## config.mk

```make
export PLATFORM = sky130hd
export DESIGN_NAME = key_debouncer
export DESIGN_NICKNAME = d
export VERILOG_FILES = /design/src/rtl/key_debouncer.sv
export SDC_FILE = /design/constraint.sdc
export NUM_CORES = 1
export LEC_CHECK = 0
export ABC_AREA = 0
export BUFFER_PORTS_ARGS = -buffer_cell sky130_fd_sc_hd__buf_2
export CORE_MARGIN = 10
export CORE_UTILIZATION = 50
export CTS_CLUSTER_SIZE = 28
export DETAILED_ROUTE_END_ITERATION = 8
export GPL_ROUTABILITY_DRIVEN = 0
export PLACE_DENSITY = 0.67
export SLEW_MARGIN = 20
export SYNTH_ARGS = -nofsm -noshare
export SYNTH_HDL_FRONTEND = slang
export SYNTH_SLANG_ARGS = --single-unit
export TNS_END_PERCENT = 20
```

## constraint.sdc

```tcl
create_clock -name clk -period 2.1 [get_ports clk]
set_input_delay 0.42 -clock clk [delete_from_list [all_inputs] [get_ports clk]]
set_output_delay 0.42 -clock clk [all_outputs]
set_load 0.03 [all_outputs]
```

## src/rtl/key_debouncer.sv

```systemverilog
// ============================================================================
//  Module   : key_debouncer
//  Brief    : Multi-key push-button conditioner: polarity normalise, 2-FF sync,
//             per-key stable-count filter, level plus press/release pulses.
//             Optional long-press pulse when KEY_LONG_PRESS_EN is defined.
//  Revision : 1.0  initial release
// ============================================================================
`default_nettype none

module key_debouncer #(
   parameter int N_KEYS          = 5,
   parameter int DEBOUNCE_CYCLES = 2_000_000,
   parameter bit ACTIVE_HIGH     = 1'b1,
   parameter int LONG_CYCLES     = 100_000_000
) (
   input  logic              clk,
   input  logic              rst_n,
   input  logic [N_KEYS-1:0] key_raw,
   output logic [N_KEYS-1:0] key_level,
   output logic [N_KEYS-1:0] key_rise,
   output logic [N_KEYS-1:0] key_fall,
   output logic [N_KEYS-1:0] key_long
);

   localparam int                 c_cnt_w    = $clog2(DEBOUNCE_CYCLES);
   localparam logic [c_cnt_w-1:0] c_cnt_last = c_cnt_w'(DEBOUNCE_CYCLES - 1);
   localparam logic [c_cnt_w-1:0] c_cnt_one  = c_cnt_w'(1);

   typedef enum logic [1:0] {
      ST_IDLE      = 2'd0,
      ST_ARMING    = 2'd1,
      ST_PRESSED   = 2'd2,
      ST_RELEASING = 2'd3
   } state_t;

   logic [N_KEYS-1:0] w_key_norm;
   logic [N_KEYS-1:0] r_sync1;
   logic [N_KEYS-1:0] r_sync2;

   // Normalised so that 1 always means pressed; reset value is the released level.
   assign w_key_norm = ACTIVE_HIGH ? key_raw : ~key_raw;

   always_ff @(posedge clk) begin
      if (!rst_n) begin
         r_sync1 <= '0;
         r_sync2 <= '0;
      end else begin
         r_sync1 <= w_key_norm;
         r_sync2 <= r_sync1;
      end
   end

   generate
      for (genvar k = 0; k < N_KEYS; k++) begin : g_key
         state_t             r_state;
         state_t             w_state_nxt;
         logic [c_cnt_w-1:0] r_cnt;
         logic [c_cnt_w-1:0] w_cnt_nxt;
         logic               r_level;
         logic               w_level_nxt;
         logic               r_rise;
         logic               w_rise_nxt;
         logic               r_fall;
         logic               w_fall_nxt;
         logic               w_s;

         assign w_s = r_sync2[k];

         always_ff @(posedge clk) begin
            if (!rst_n) begin
               r_state <= ST_IDLE;
               r_cnt   <= '0;
               r_level <= 1'b0;
               r_rise  <= 1'b0;
               r_fall  <= 1'b0;
            end else begin
               r_state <= w_state_nxt;
               r_cnt   <= w_cnt_nxt;
               r_level <= w_level_nxt;
               r_rise  <= w_rise_nxt;
               r_fall  <= w_fall_nxt;
            end
         end

         // The count reaches DEBOUNCE_CYCLES-1 at most, so it cannot wrap.
         always_comb begin
            w_state_nxt = r_state;
            w_cnt_nxt   = r_cnt;
            w_level_nxt = r_level;
            w_rise_nxt  = 1'b0;
            w_fall_nxt  = 1'b0;
            case (r_state)
               ST_IDLE: begin
                  if (w_s) begin
                     w_state_nxt = ST_ARMING;
                     w_cnt_nxt   = c_cnt_one;
                  end else begin
                     w_cnt_nxt   = '0;
                  end
               end
               ST_ARMING: begin
                  if (!w_s) begin
                     w_state_nxt = ST_IDLE;
                     w_cnt_nxt   = '0;
                  end else if (r_cnt == c_cnt_last) begin
                     w_state_nxt = ST_PRESSED;
                     w_cnt_nxt   = '0;
                     w_level_nxt = 1'b1;
                     w_rise_nxt  = 1'b1;
                  end else begin
                     w_cnt_nxt   = r_cnt + c_cnt_one;
                  end
               end
               ST_PRESSED: begin
                  if (!w_s) begin
                     w_state_nxt = ST_RELEASING;
                     w_cnt_nxt   = c_cnt_one;
                  end
               end
               ST_RELEASING: begin
                  if (w_s) begin
                     w_state_nxt = ST_PRESSED;
                     w_cnt_nxt   = '0;
                  end else if (r_cnt == c_cnt_last) begin
                     w_state_nxt = ST_IDLE;
                     w_cnt_nxt   = '0;
                     w_level_nxt = 1'b0;
                     w_fall_nxt  = 1'b1;
                  end else begin
                     w_cnt_nxt   = r_cnt + c_cnt_one;
                  end
               end
               default: begin
                  w_state_nxt = ST_IDLE;
                  w_cnt_nxt   = '0;
                  w_level_nxt = 1'b0;
               end
            endcase
         end

         assign key_level[k] = r_level;
         assign key_rise[k]  = r_rise;
         assign key_fall[k]  = r_fall;

`ifdef KEY_LONG_PRESS_EN
         localparam int                  c_hold_w   = $clog2(LONG_CYCLES + 1);
         localparam logic [c_hold_w-1:0] c_hold_max = c_hold_w'(LONG_CYCLES);
         localparam logic [c_hold_w-1:0] c_hold_pre = c_hold_w'(LONG_CYCLES - 1);
         localparam logic [c_hold_w-1:0] c_hold_one = c_hold_w'(1);

         logic [c_hold_w-1:0] r_hold;
         logic                r_long;

         // Saturating at LONG_CYCLES gives at most one pulse per press;
         // only a return to IDLE rearms it.
         always_ff @(posedge clk) begin
            if (!rst_n) begin
               r_hold <= '0;
               r_long <= 1'b0;
            end else begin
               r_long <= 1'b0;
               if (w_state_nxt == ST_IDLE) begin
                  r_hold <= '0;
               end else if (((r_state == ST_PRESSED) || (r_state == ST_RELEASING)) &&
                            (r_hold != c_hold_max)) begin
                  r_hold <= r_hold + c_hold_one;
                  r_long <= (r_hold == c_hold_pre);
               end
            end
         end

         assign key_long[k] = r_long;
`else
         assign key_long[k] = 1'b0;
`endif
      end
   endgenerate

endmodule

`default_nettype wire

```

* Yosys cells after proc, flatten, opt, wreduce, memory -nomap -nowiden
Cells that the tools add are included.
W data, S select, Z words.
** Word-level totals
- Register bits after elaboration :: 140
- Bits in latches :: 0
- RAM bits :: 0
- Bits in read-only memories :: 0
- Input bits :: 7
- Output and inout port bits :: 20
- Memories :: 0
** Operators by class
- Add/sub/neg operators :: 5
- Multipliers :: 0
- Div/mod/pow operators :: 0
- $lt $le $gt $ge :: 0
- Equality and inequality tests :: 60
- Shifts and indexed selects :: 0
- Multiplexer cells :: 95
- Bitwise operators :: 6
- Reduce and logical (&&, ||, !) cells :: 30
** Operator list (count)
- $mux W21 :: 20
- $pmux W21 S4 :: 5
- $add A21 B1 Y21 const B :: 5
- $eq A21 B21 Y1 const B :: 5
- $mux W2 :: 30
- $ne A2 B2 Y1 const B :: 30
- $pmux W2 S4 :: 5
- $mux W1 :: 30
- $ne A3 B3 Y1 const B :: 10
- $reduce_and A5 Y1 :: 5
- $eq A2 B2 Y1 const B :: 10
- $reduce_and A4 Y1 :: 5
- $reduce_and A3 Y1 :: 5
- $reduce_or A3 Y1 :: 5
- $eq A2 B1 Y1 const B :: 5
- $logic_not A2 Y1 :: 5
- $pmux W1 S2 :: 5
- $reduce_bool A2 Y1 :: 5
- $not A1 Y1 :: 6

* Depth between registers and ports, before layout
Gate-level depths: netlist of run 1.
- Depth after elaboration :: 4
- Depth in mapped cells :: 7

* Worst setup path before layout of run 1
Ideal clock, no wire load.
- Kind :: register to register
- Start :: register g_key[0].r_cnt[0]
- End :: register g_key[0].r_cnt[19]
- Setup time :: 0.130 ns
- Arrival time :: 1.775 ns
- Data required time :: 1.970 ns
- Path slack :: 0.195 ns
- Stages on the path, launching flop included :: 8
- Buffers on the path :: 1
- Period minus slack after synthesis :: 1.905 ns
- Cells stage by stage :: dfxtp_1 -> ha_1 -> nand4_1 -> nor4_2 -> a211oi_2 -> buf_4 -> a21bo_1 -> a31oi_1
** On the way
- Cells in the longest elaborated chain, start to end :: 4
- Elaborated cells between the ends (all ways) :: 6
** Ends and longest elaborated chain
- start, declared :: line 57 : logic [c_cnt_w-1:0] r_cnt;
- start signal, assigned :: line 78 : r_cnt <= w_cnt_nxt;
- $add A21 B1 Y21 / $eq A21 B21 Y1 (equally long branches)
- $mux W21 * :: line 105, 124
- $mux W21, on equally long branches :: line 121, 102
- $pmux W21 S4 * :: line 92 : case (r_state)
Every way passes the cells marked *; elsewhere a longest branch is shown, timed or not.
A chain may end at the register's enable or synchronous reset.

* Worst setup path in the final report of run 1
- Start :: register g_key[3].r_cnt[9]
- End :: register g_key[3].r_cnt[6]
** On the way
- Cells in the longest elaborated chain, start to end :: 4
- Elaborated cells between the ends (all ways) :: 5
** Ends and longest elaborated chain (line)
- start, declared :: 57
- start signal, assigned :: 78
- $eq A21 B21 Y1 * :: 105, 124
- $mux W21 * :: 105, 124
- $mux W21, on equally long branches :: 121, 102
- $pmux W21 S4 * :: 92
Marks and branches as above.

==> results of run 1 <==
-- final timing paths --
kind                startpoint                 to  cells past startpoint
max          g_key[3].r_cnt[9]  g_key[3].r_cnt[6]                      5
min                 key_raw[3]         r_sync1[3]                      2
max reg2reg  g_key[3].r_cnt[9]  g_key[3].r_cnt[6]                      5
min reg2reg         r_sync1[3]         r_sync2[3]                      1
-- critical path: cells and delay by family (launching register included) --
family | cells | cell delay, ns
flops | 1 | 0.36
compound gates | 2 | 0.51
simple gates | 3 | 0.99
-- state kept, by name, indices dropped and copies added, names as in the netlist, named ones only --
signal / count
g_key.r_state: 5
g_key.r_rise: 5
g_key.r_fall: 5
r_sync2: 5
g_key.r_cnt: 105
g_key.r_level: 5
r_sync1: 5
-- metrics by stage --
step           power [uW]   util  instance area (um^2)    TNS, ns  hold slack, ns
2_1_floorplan        2870      -                  7060          0           0.412
3_3_place_gp         2900  0.531                  7350          0           0.414
3_5_place_dp         2900  0.531                  7350          0           0.420
4_1_cts              6270  0.580                  8020          0           0.185
5_1_grt              6400  0.582                  8050  -0.000613           0.195
6_report             6220  0.582                  8050          0           0.200
-- power by group --
group,internal [uW],switching [uW]
Sequential,2680,22.1
Clock,2220,1150
Combinational,47.1,96.4
-- synthesized netlist by cell type (16+ instances only) --
master | instances | area [um^2]
xor2_1 | 30 | 263
nand3_1 | 59 | 295
nand4_1 | 26 | 163
inv_1 | 19 | 71.3
o21ai_0 | 30 | 150
a21oi_1 | 44 | 220
nor2_1 | 95 | 357
buf_4 | 22 | 165
nor4_1 | 16 | 100
and3_1 | 23 | 144
dfxtp_1 | 140 | 2800
nand2_1 | 87 | 327
a31oi_1 | 35 | 219
-- placed cells by master (no fill, tap or decap), types with 4 or more instances in the layout --
master / n
dfxtp_1: 140
nor2_1: 95
nand2_1: 87
nand3_1: 58
a21oi_1: 44
a31oi_1: 35
xor2_1: 30
o21ai_0: 30
buf_4: 27
nand4_1: 26
and3_1: 23
buf_2: 21
inv_1: 18
clkbuf_16: 17
nor4_1: 15
nor3_1: 13
and2_1: 12
xnor2_1: 11
and4_1: 10
o21ai_1: 9
nor4b_1: 8
nor4_4: 7
a22oi_1: 7
nand2b_1: 7
nand4b_1: 7
mux2i_1: 7
nand3b_1: 6
a21o_1: 5
or2_2: 5
conb_1: 5
bufinv_16: 5
nor2b_1: 4
or3_1: 4
nor4_2: 4
or4_1: 4
ha_1: 4
clkbuf_8: 4
buf_12: 4
-- metal layers --
layer,wire (um),up-vias,global-route usage
met5,0,-,0
met4,339,0,0.0758
met3,577,29,0.0387
met2,7870,110,0.271
met1,7080,2926,0.193
li1,-,3097,-
-- cell families after synthesis --
family / after synthesis
fa+ha+maj: 5
mux: 7
xor+xnor: 41
other cells: 1
simple gates: 420
compound gates: 160
buf+inv: 72
flops: 140
-- cell type report --
class                   instances  area, um^2
repair buffers                 52         388
inverters                      19        71.3
flip-flops and latches        140        2800
fillers                      1211        5770
well taps                     180         225
clock buffers                  21         480
multi-input cells             638        3900
clock inverters                11         188
-- repair_timing --
item	in CTS	in global routing
buffers inserted	0	0
gates resized for setup	0	7
setup endpoints to repair	0	26
==> flow_metrics.tcl, run 1 <==
set metrics [dict create \
    status "completed" \
    fmax_mhz 506 \
    insertedDiodeCount 0 \
    drtIter0Drc 319 \
    vias_per_cell 5.81 \
    synth-seq-cells 140 \
    worst_pin_slew_ns 0.558 \
    fin_nets 880 \
    initial_utilization 0.509 \
    hold_buffers 0 \
    hold_viol_final 0 \
    leakagePower_uw 0.00283 \
    cp_max_fo 7 \
    area_growth_pct 14.3 \
    core-area_mm2 0.0138 \
    final-setup-viol-count 0 \
    synth_cell_types 73 \
    cts_sinks 140 \
    cts_buffer_depth 2 \
    numCtsBuffers 17 \
    cpMaxStageDelayCell "or4b_4" \
    cap_violations 0 \
    rows 43 \
    critical_path_class "reg2reg" \
    port_buffers 21 \
    fin_crit_ns 1.98 \
    layout-drive-gt1-share 0.136 \
    fin_crit_sh 0.942 \
    worst_hold_path_type "in2reg" \
    drtPass1Iterations 5 \
    num_io_pins 27 \
    maxSlewHeadroom 0.626 \
    async_flop_share 0 \
    synth_top_family_by_area "simple AND/OR/NAND/NOR gates" \
    synth-xor-area-share 0.0510 \
    track_usage 0.163 \
    grt_pass1_wl_mm 27.2 \
    die_area_mm2 0.0192 \
    htreeDepth 4 \
    crit_path_cell_trace "or4b_4 > nor4_4 > a21o_1 > nor2_1 > o221a_1" \
    synth_warnings 0 \
    worst_setup_path_end_kind "flop" \
    instances_no_fill 1061 \
    cp-start-kind "flop" \
    dp_slack_ns 0.0547 \
    clkTransAtPathRegs_ns 0.06 \
    drtAntennaViolNets 0 \
    synth.mux.area_fraction 0.00995 \
    synth-compound-area-share 0.143 \
    synthCells 846 \
    hpwl_mm 10.9 \
    ir_drop_mv 0.558 \
    cp.arrival_ns 2.29 \
    die_h_um 139 \
    synth_edf_count 0 \
    required_ns 2.42 \
    drv_slew 0 \
    antenna_found_initial 0 \
    rrSetupSlack_ns 0.12 \
    grt_pass1_vias 5894 \
    drc 0 \
    avgRoutedWirePerCell_um 15.0 \
    vias 6162 \
    grt_remaining_overflow 0 \
    synthAdderAreaFrac 0.00888 \
    fin_ws_ns 0.123 \
    dp.cells 1029 \
    synthSimpleGateAreaFrac 0.333 \
    die_x_um 139 \
    slowest_delay_ns 0.56 \
    cts_tree "done" \
    synth_ff_type "dfxtp_1" \
    cts_root_buf "clkbuf_16" \
    drt-total-wl_mm 15.9 \
    seq_area_frac_synth 0.398 \
    powerDensity_mw_per_mm2 772 \
    clk_latency_ns 0.43 \
    clock-skew-final_ns 0.00610 \
    avgSynthCellArea_um2 8.33 \
    syn_area_mm2 0.00704 \
    grt_max_degree 45 \
]
Note: power is estimated with default switching activity, not from simulation.
==> run 2: changes to the inputs <==
- CORE_MARGIN: 10 -> not set
==> run 2 against run 1 <==
Compared with the run above: utilization is 0.75 points lower; final area is 1.3% lower; critical path depth is 2 higher; fmax is 0.45% higher; non-clock buffer count is 5 higher; total power is 8.8% lower; count of clock-buffer cells in the layout stayed put; via count is 0.57% higher; global-route usage is 6.0 points higher; combinational power hardly changed; cell count is 0.47% higher; first-iteration DRC count is 24% higher; largest power group unchanged.
==> flow_metrics.tcl, run 2 (synthesized netlist as in run 1, its figures left out) <==
set metrics [dict create \
    drtAntennaViolNets 0 \
    min_path_cells 2 \
    fillers 1235 \
    grt_remaining_overflow 0 \
    fin_crit_sh 0.937 \
    drv_slew 0 \
    worst_hold_path_type "in2reg" \
    p_seq_frac 0.477 \
    cp-start-kind "flop" \
    final_cell_mix "140 x dfxtp_1, 95 x nor2_1, 87 x nand2_1, 59 x nand3_1, 44 x a21oi_1" \
    worst_pin_slew_ns 0.604 \
    ir_drop_mv 0.625 \
    hpwl_mm 10.4 \
    cts_sinks 140 \
    clkTransAtPathRegs_ns 0.06 \
    die_h_um 121 \
    clk_latency_ns 0.42 \
    maxSlewHeadroom 0.595 \
    track_usage 0.222 \
    regMostFlops "g_key.r_cnt" \
    cts_tree "done" \
    numCtsBuffers 17 \
    p_sw_frac 0.217 \
    cp_max_fo 5 \
    rsz0062_at_grt "no" \
    fin_crit_ns 1.97 \
    fin_nets 885 \
    regToRegEndpoint "g_key[0].r_cnt[10]" \
    largest_reg_flops 105 \
    antenna_found_initial 0 \
    num_io_pins 27 \
    cts_buffer_depth 2 \
    utilization 0.575 \
    min_to "r_sync1[3]" \
    hold_buffers 0 \
    cts_root_buf "clkbuf_16" \
    port_buffers 21 \
    insertedDiodeCount 0 \
    cap_violations 0 \
    vias 6197 \
    power_frac_clock 0.498 \
    layout-drive-gt1-share 0.137 \
    final-setup-viol-count 0 \
    cp.arrival_ns 2.29 \
    drt-total-wl_mm 15.3 \
    clock-skew-final_ns 0.00596 \
    worst_setup_path_end_kind "flop" \
    required_ns 2.42 \
    grt_pass1_vias 5741 \
    vias_per_cell 5.81 \
    die_area_mm2 0.0146 \
    grt_pass1_wl_mm 26.3 \
    hold_ws_ns 0.211 \
    grt_max_degree 45 \
    reg2reg_from "g_key[0].r_cnt[0]" \
    drc 0 \
    htreeDepth 4 \
    die_x_um 121 \
    status "completed" \
    fmax_mhz 508 \
    initial_utilization 0.509 \
    p_int_uw 4440 \
    tns_ns 0 \
    leakagePower_uw 0.00281 \
    rows 43 \
    critical_path_class "reg2reg" \
    powerDensity_mw_per_mm2 713 \
    worstHoldStart "key_raw[3]" \
    drtIter0Drc 395 \
    fin_ws_ns 0.131 \
    avgRoutedWirePerCell_um 14.4 \
    r2r_cells 7 \
    power.switching_uw 1230 \
    area_growth_pct 12.9 \
    dp_slack_ns 0.159 \
    p_comb_frac 0.025 \
    final_common_cell "dfxtp_1" \
    rrSetupSlack_ns 0.13 \
    hold_viol_final 0 \
    core-area_mm2 0.0138 \
    drtPass1Iterations 5 \
]
==> run 2: changes by cell type in the layout (fill, tap and decap cells not counted), sizes merged <==
cell | previous run | this run
buf | 52 | 57
bufinv | 5 | 1
clkinv | 3 | 6
clkinvlp | 3 | 4
==> run 2: metrics by stage <==
stage	area, um^2	total power (uW)	std cells
floorplan	7060	2870	850
global placement	7360	2900	1034
detailed placement	7360	2900	1034
CTS	7930	5730	1066
global route	7950	5870	1066
finish	7950	5670	1066
==> run 2: timing repair <==
item / in CTS / in global routing
setup endpoints to repair: 0 / 20
buffers inserted: 0 / 0
resized for setup: 0 / 4
==> run 2: worst max-delay path by stage <==
| stage | startpoint | end | slack [ns] |
|---|---|---|---|
| 4_1_cts | g_key[0].r_cnt[0] | g_key[0].r_cnt[20] | 0.12 |
| 6_report | g_key[0].r_cnt[0] | g_key[0].r_cnt[10] | 0.13 |
| 3_3_place_gp | g_key[2].r_cnt[8] | g_key[2].r_cnt[4] | 0.20 |
| 2_1_floorplan | g_key[0].r_cnt[0] | g_key[0].r_cnt[19] | 0.20 |
| 5_1_grt | g_key[0].r_cnt[0] | g_key[0].r_cnt[16] | 0.002 |
| 3_5_place_dp | g_key[0].r_cnt[0] | g_key[0].r_cnt[20] | 0.16 |
==> run 2: area by class of cell <==
class,instances,area [um^2],area share
timing repair buffer,57,400,0.0504
multi-input combinational,638,3890,0.489
clock inverter,11,93.8,0.0118
sequential,140,2800,0.353
tap,180,225,0.0283
clock buffer,21,470,0.0592
inverter,19,71.3,0.00897
==> run 2: power by group through the flow <==
stage	logic [uW]	registers, uW	clock network (uW)
2_1_floorplan	123	2750	0
3_3_place_gp	141	2760	0
3_5_place_dp	145	2760	0
4_1_cts	146	2700	2880
5_1_grt	158	2700	3010
6_report	144	2700	2820
==> run 2: worst max-delay path, stage by stage (launching register included) <==
cell and delay (ns):
dfxtp_1 0.40, ha_1 0.24, nand4_1 0.15, buf_4 0.17, or3_1 0.46, nor2_1 0.15, nand2_1 0.07, a31oi_1 0.23
==> run 2: metal layers <==
layer  vias up  track usage  part of all wire
met2       144        0.369              0.49
met5         -            0                 0
met1      2915        0.276              0.46
li1       3119            -                 -
met3        19       0.0533             0.046
met4         0       0.0887             0.012
